--- src/rtl/dequantization_if.sv ---
`default_nettype none
// ============================================================================
// Module  : dequantization_if
// Brief   : Stream and control bundle for the dequantization block.
// Revision: 1.0
// ============================================================================
interface dequantization_if #(
  parameter int IW = 16,
  parameter int OW = 34
);
  logic          in_valid;
  logic          in_ready;
  logic [IW-1:0] in_data;
  logic          in_last;
  logic          out_valid;
  logic          out_ready;
  logic [OW-1:0] out_data;
  logic          out_last;
  logic          scale_we;
  logic [IW-1:0] scale_in;
  logic          len_err;

  modport master (
    output in_valid, in_data, in_last, out_ready, scale_we, scale_in,
    input  in_ready, out_valid, out_data, out_last, len_err
  );

  modport slave (
    input  in_valid, in_data, in_last, out_ready, scale_we, scale_in,
    output in_ready, out_valid, out_data, out_last, len_err
  );
endinterface
`default_nettype wire

--- src/rtl/dequantization.sv ---
`default_nettype none
// ============================================================================
// Module  : dequantization
// Brief   : Q8.8 -> Q18.16 streaming widener, 2-stage elastic pipeline with
//           vector framing check. Optional scaling with DEQUANT_SCALE_EN.
// Revision: 1.0
// ============================================================================
module dequantization #(
  parameter int INPUT_INTEGER_WIDTH  = 8,
  parameter int INPUT_DECIMAL_WIDTH  = 8,
  parameter int OUTPUT_INTEGER_WIDTH = 18,
  parameter int OUTPUT_DECIMAL_WIDTH = 16,
  parameter int VEC_LEN              = 64
) (
  input wire clk,
  input wire rst_n,
  dequantization_if.slave bus
);

  localparam int c_iw    = INPUT_INTEGER_WIDTH + INPUT_DECIMAL_WIDTH;
  localparam int c_ow    = OUTPUT_INTEGER_WIDTH + OUTPUT_DECIMAL_WIDTH;
  localparam int c_cnt_w = $clog2(VEC_LEN);
  localparam int c_pad   = OUTPUT_DECIMAL_WIDTH - INPUT_DECIMAL_WIDTH;
  localparam logic [c_cnt_w-1:0] c_cnt_max = c_cnt_w'(VEC_LEN - 1);

  localparam logic [0:0] c_empty = 1'b0;
  localparam logic [0:0] c_full  = 1'b1;

  logic [0:0] r_s1_state, r_s2_state;
  logic [0:0] w_s1_next, w_s2_next;
  logic       w_in_ready, w_in_fire, w_s2_load, w_s2_drain;

  logic [c_cnt_w-1:0]     r_elem_cnt;
  logic                   w_cnt_end;
  logic                   r_len_err;
  logic signed [c_iw-1:0] r_s1_data;
  logic                   r_s1_last;
  logic signed [c_ow-1:0] r_s2_data;
  logic                   r_s2_last;
  logic signed [c_ow-1:0] w_conv;

  always_ff @(posedge clk or negedge rst_n) begin
    if (!rst_n) begin
      r_s1_state <= c_empty;
      r_s2_state <= c_empty;
    end else begin
      r_s1_state <= w_s1_next;
      r_s2_state <= w_s2_next;
    end
  end

  // Stage 1 empties only by moving into stage 2; a refill in the same cycle wins.
  always_comb begin
    w_s1_next = r_s1_state;
    w_s2_next = r_s2_state;
    if (w_in_fire)       w_s1_next = c_full;
    else if (w_s2_load)  w_s1_next = c_empty;
    if (w_s2_load)       w_s2_next = c_full;
    else if (w_s2_drain) w_s2_next = c_empty;
  end

  always_comb begin
    w_in_ready = (r_s1_state == c_empty) || (r_s2_state == c_empty) || bus.out_ready;
    w_in_fire  = bus.in_valid && w_in_ready;
    w_s2_drain = (r_s2_state == c_full) && bus.out_ready;
    w_s2_load  = (r_s1_state == c_full) && ((r_s2_state == c_empty) || bus.out_ready);
  end

  assign w_cnt_end = (r_elem_cnt == c_cnt_max);

  always_ff @(posedge clk or negedge rst_n) begin
    if (!rst_n) begin
      r_elem_cnt <= '0;
      r_len_err  <= 1'b0;
      r_s1_data  <= '0;
      r_s1_last  <= 1'b0;
      r_s2_data  <= '0;
      r_s2_last  <= 1'b0;
    end else begin
      if (w_in_fire) begin
        r_s1_data  <= bus.in_data;
        r_s1_last  <= w_cnt_end;
        r_elem_cnt <= w_cnt_end ? '0 : r_elem_cnt + 1'b1;
        if (bus.in_last != w_cnt_end) r_len_err <= 1'b1;
      end
      if (w_s2_load) begin
        r_s2_data <= w_conv;
        r_s2_last <= r_s1_last;
      end
    end
  end

`ifdef DEQUANT_SCALE_EN
  localparam int c_prod_dec = 2 * INPUT_DECIMAL_WIDTH;

  logic signed [c_iw-1:0]   r_scale;
  logic signed [2*c_iw-1:0] w_prod;

  always_ff @(posedge clk or negedge rst_n) begin
    if (!rst_n)            r_scale <= c_iw'(1 << INPUT_DECIMAL_WIDTH);
    else if (bus.scale_we) r_scale <= bus.scale_in;
  end

  assign w_prod = r_s1_data * r_scale;

  generate
    if (c_prod_dec <= OUTPUT_DECIMAL_WIDTH) begin : g_align_pad
      assign w_conv = c_ow'(w_prod) <<< (OUTPUT_DECIMAL_WIDTH - c_prod_dec);
    end else begin : g_align_shr
      // Arithmetic shift truncates toward minus infinity.
      assign w_conv = c_ow'(w_prod >>> (c_prod_dec - OUTPUT_DECIMAL_WIDTH));
    end
  endgenerate
`else
  logic w_unused_scale;
  assign w_unused_scale = ^{bus.scale_we, bus.scale_in};

  assign w_conv = c_ow'(r_s1_data) <<< c_pad;
`endif

  assign bus.in_ready  = w_in_ready;
  assign bus.out_valid = (r_s2_state == c_full);
  assign bus.out_data  = r_s2_data;
  assign bus.out_last  = r_s2_last;
  assign bus.len_err   = r_len_err;

endmodule
`default_nettype wire

--- src/flat_wrapper.sv ---
// flat-port wrapper written by rule: the top's interface ports become plain ports
module dequantization_flat 
#(
  parameter int INPUT_INTEGER_WIDTH  = 8,
  parameter int INPUT_DECIMAL_WIDTH  = 8,
  parameter int OUTPUT_INTEGER_WIDTH = 18,
  parameter int OUTPUT_DECIMAL_WIDTH = 16,
  parameter int VEC_LEN              = 64
)
  (clk, rst_n, bus_in_valid, bus_in_data, bus_in_last, bus_out_ready, bus_scale_we, bus_scale_in, bus_in_ready, bus_out_valid, bus_out_data, bus_out_last, bus_len_err);
  dequantization_if #(.IW((16)), .OW((34))) bus_i ();
  input wire clk;
  input wire rst_n;
  input wire logic [$bits(bus_i.in_valid)-1:0] bus_in_valid;
  input wire logic [$bits(bus_i.in_data)-1:0] bus_in_data;
  input wire logic [$bits(bus_i.in_last)-1:0] bus_in_last;
  input wire logic [$bits(bus_i.out_ready)-1:0] bus_out_ready;
  input wire logic [$bits(bus_i.scale_we)-1:0] bus_scale_we;
  input wire logic [$bits(bus_i.scale_in)-1:0] bus_scale_in;
  output wire logic [$bits(bus_i.in_ready)-1:0] bus_in_ready;
  output wire logic [$bits(bus_i.out_valid)-1:0] bus_out_valid;
  output wire logic [$bits(bus_i.out_data)-1:0] bus_out_data;
  output wire logic [$bits(bus_i.out_last)-1:0] bus_out_last;
  output wire logic [$bits(bus_i.len_err)-1:0] bus_len_err;
  assign bus_i.in_valid = bus_in_valid;
  assign bus_i.in_data = bus_in_data;
  assign bus_i.in_last = bus_in_last;
  assign bus_i.out_ready = bus_out_ready;
  assign bus_i.scale_we = bus_scale_we;
  assign bus_i.scale_in = bus_scale_in;
  assign bus_in_ready = bus_i.in_ready;
  assign bus_out_valid = bus_i.out_valid;
  assign bus_out_data = bus_i.out_data;
  assign bus_out_last = bus_i.out_last;
  assign bus_len_err = bus_i.len_err;
  dequantization #(.INPUT_INTEGER_WIDTH(INPUT_INTEGER_WIDTH), .INPUT_DECIMAL_WIDTH(INPUT_DECIMAL_WIDTH), .OUTPUT_INTEGER_WIDTH(OUTPUT_INTEGER_WIDTH), .OUTPUT_DECIMAL_WIDTH(OUTPUT_DECIMAL_WIDTH), .VEC_LEN(VEC_LEN)) u_core (.clk(clk), .rst_n(rst_n), .bus(bus_i));
endmodule
--- config.mk ---
export PLATFORM = sky130hd
export DESIGN_NAME = dequantization_flat
export DESIGN_NICKNAME = d
export VERILOG_FILES = /design/src/rtl/dequantization_if.sv /design/src/rtl/dequantization.sv /design/src/flat_wrapper.sv
export SDC_FILE = /design/constraint.sdc
export NUM_CORES = 1
export LEC_CHECK = 0
export ABC_AREA = 1
export BUFFER_PORTS_ARGS = -buffer_cell sky130_fd_sc_hd__buf_2
export CORE_MARGIN = 2
export CORE_UTILIZATION = 46
export DETAILED_ROUTE_END_ITERATION = 16
export MAX_ROUTING_LAYER = met4
export PLACE_DENSITY_LB_ADDON = 0.2
export SETUP_SLACK_MARGIN = 0.4
export SLEW_MARGIN = 15
export SYNTH_ARGS = -nofsm -noshare
export SYNTH_HDL_FRONTEND = slang
export SYNTH_SLANG_ARGS = --single-unit
--- constraint.sdc ---
create_clock -name clk -period 3.6 [get_ports clk]
set_clock_uncertainty 0.15 [all_clocks]
set_input_delay 0.54 -clock clk [delete_from_list [all_inputs] [get_ports clk]]
set_output_delay 0.54 -clock clk [all_outputs]
set_load 0.02 [all_outputs]
==> impl_metrics.csv <==
group,metric,value,unit
grt,antenna_found_initial,0,
final_layout,fin_cells,304,
route,vias_per_cell,4.58,
final_layout,multi_input_area,636,sq um
critical_path,cp.arrival,1.50,ns
floorplan,coreArea,4000,sq um
route,dr.pass1.iters,4,
synth,ys_seq_area_frac,0.564,
critical_path,crit_chain,"nand3_2, buf_2",
timing,max_freq,0.457,GHz
route,route.detailed.drc,0,
clocking,cts_tree,"done",
critical_path,cp_num_buf_inv,1,
route,routedWlPerCell,11.5,um
critical_path,r2r_start,"u_core.r_s1_state",
floorplan,dieWidth,68.4,um
timing,finalMaxSlewViolations,0,
outcome,outcome,"finished clean",
grt,grt_pass1_wl,5.95,mm
final_layout,layout-drive-gt1-share,0.248,
grt,first_global_vias,1238,
synth,synth_seq_cells,43,
grt,grt_max_degree,44,
clocking,cts_sinks,43,
final_layout,seq_area,1080,sq um
synth,yosysWarnings,0,
final_layout,final_util,0.548,
critical_path,required,2.91,ns
pwr,leakagePower,1.24,nW
placed_design,place.gp.congestion,0.739,
final_layout,fill_cells,388,
grt,grt_remaining_overflow,0,
timing,worstMarginPinSlew,0.938,ns
clocking,path_clk_slew,0.08,ns
timing,fin_ws,1.41,ns
placed_design,placed_area,2060,sq um
clocking,worstSkewPairLatency,0.30,ns
critical_path,cp_slowest_cell,"dfrtp_1",
floorplan,rows,23,
timing,setup_tns,0,ns
critical_path,path_class,"reg2out",
run,drv_cap,0,
critical_path,regToRegSetupSlack,1.67,ns
critical_path,cpPeakStageDelay,0.77,ns
timing,hold_viol,0,
synth,syn_area,1910,sq um
timing,setup_viol,0,
final_layout,syn_to_final_growth,14.9,%
floorplan,fp.dieH,68.4,um
critical_path,path_max_fanout,18,
timing,min_period_over_period,0.608,
floorplan,io_pins,76,
final_layout,antennaDiodeCount,0,
route,first_iter_violations,91,
clocking,htree_levels,2,
clocking,cts_hold_buf,0,
synth,synth_cell_types,25,
critical_path,cp-start-kind,"flip-flop",
placed_design,dp_hpwl,2.28,mm
route,routed_wirelength,3.51,mm
placed_design,io_buffers,50,
pwr,vdd_drop_max,280,uV
critical_path,r2r_end,"u_core.bus.out_data[19]",
critical_path,r2r_cells,3,
min_path,min_path_type,"in2async",
clocking,cts_resized,0,
clocking,post-cts-setup-buffer-count,0,
placed_design,place_ws,1.52,ns
critical_path,critPathTopFamily,"flip-flops",
pwr,p_per_area,664,nW/um^2
placed_design,place_inst,296,
route,drt.antenna.violating_nets,0,
synth,postSynthCellCount,215,
synth,synth.avg_cell_area,8.87,sq um
clocking,cts_made_buffers,5,
timing,slew_headroom,0.375,
route,vias,1391,
grt,track_usage,0.181,
clocking,clk_path_buf_depth,2,
timing,fin_crit,2.19,ns
final_layout,nNetsFinal,292,
critical_path,cp-end-kind,"output port",
floorplan,start_util,0.477,
timing,rsz0062_at_grt,"no",
clocking,clockRootBuffer,"clkbuf_8",
floorplan,dieArea,4680,sq um
final_layout,final_cell_area,2190,sq um
==> flip-flops by register name, indices dropped and copies added (netlist names) <==
| register | cells |
|---|---|
| u_core.r_s1_state | 1 |
| u_core.r_s1_data | 16 |
| u_core.bus.out_data | 16 |
| u_core.bus.len_err | 1 |
| u_core.bus.out_last | 1 |
| u_core.r_s1_last | 1 |
| u_core.bus.out_valid | 1 |
| u_core.r_elem_cnt | 6 |
==> report_power, final <==
| part | internal [mW] | switching [mW] | total [mW] |
|---|---|---|---|
| clock network | 0.277 | 0.166 | 0.444 |
| registers | 0.582 | 0.0696 | 0.652 |
| logic | 0.122 | 0.238 | 0.360 |
==> layer usage <==
layer / global-route usage / wire length [um] / share of wire
met2: 0.263 / 1560 / 0.45
met3: 0.0526 / 196 / 0.056
met1: 0.235 / 1690 / 0.48
met4: 0.0750 / 61 / 0.017
met5: - / 0 / 0
==> through the flow <==
stage	hold WS [ns]	power, mW
3_3_place_gp	0.300	1.02
3_5_place_dp	0.304	1.03
2_1_floorplan	0.0944	0.946
6_report	0.231	1.46
5_1_grt	0.278	1.55
4_1_cts	0.258	1.47
==> layout make-up <==
| class | count | area share |
|---|---|---|
| tap | 50 | 0.0286 |
| timing repair buffer | 50 | 0.114 |
| inverter | 9 | 0.0154 |
| clock buffer | 6 | 0.0331 |
| sequential | 43 | 0.491 |
| multi-input combinational | 144 | 0.290 |
| clock inverter | 2 | 0.0274 |
==> worst max path at each step <==
stage / start / slack, ns / cells after the start / end
floorplan: u_core.bus.out_data[23] / 2.12 / 1 / bus_out_data[24]
global placement: bus_out_ready / 1.57 / 6 / u_core.bus.out_data[23]
detailed placement: bus_out_ready / 1.52 / 6 / u_core.bus.out_data[23]
CTS: u_core.r_s1_state / 1.38 / 2 / bus_in_ready
global route: u_core.r_s1_state / 1.30 / 2 / bus_in_ready
finish: u_core.r_s1_state / 1.41 / 2 / bus_in_ready
==> cells by family after synthesis <==
logic type	count (synthesis)	synth area share
flip-flops	43	0.564
other	1	0.00197
XOR/XNOR	2	0.00919
AND/OR/NAND/NOR	122	0.268
adder cells (fa/ha/maj)	1	0.00656
AO/OA/AOI/OAI	11	0.0341
buffers and inverters	35	0.116
==> cells in the mapped netlist <==
cell type	number	area [sq um]
a21oi_1	1	5.00
buf_2	3	15.0
buf_4	21	158
buf_6	1	11.3
clkbuf_1	1	3.75
conb_1	1	3.75
dfrtp_1	43	1080
ha_1	1	12.5
inv_1	9	33.8
nand2_1	96	360
nand2_2	1	6.26
nand2_4	1	11.3
nand3_1	17	85.1
nand3_2	1	10.0
nand4_1	1	6.26
nor2_1	2	7.51
nor2_2	2	12.5
nor2_4	1	11.3
o211ai_1	1	7.51
o21a_1	1	7.51
o21ai_0	1	5.00
o21ai_1	5	25.0
o21bai_1	2	15.0
xnor2_1	1	8.76
xor2_1	1	8.76
==> layout by cell type, fill, tap and decap left out, types with 2 or more instances in the layout <==
cell type | netlist | layout
conb_1 | 1 | 8
dfrtp_1 | 43 | 43
inv_1 | 9 | 9
o21bai_1 | 2 | 2
nor2_1 | 2 | 2
nor2_2 | 2 | 2
nand2_1 | 96 | 96
clkbuf_8 | 0 | 5
bufinv_16 | 0 | 2
o21ai_1 | 5 | 5
buf_2 | 3 | 50
nand3_1 | 17 | 17
No activity file was read; power rests on OpenSTA's default activity.
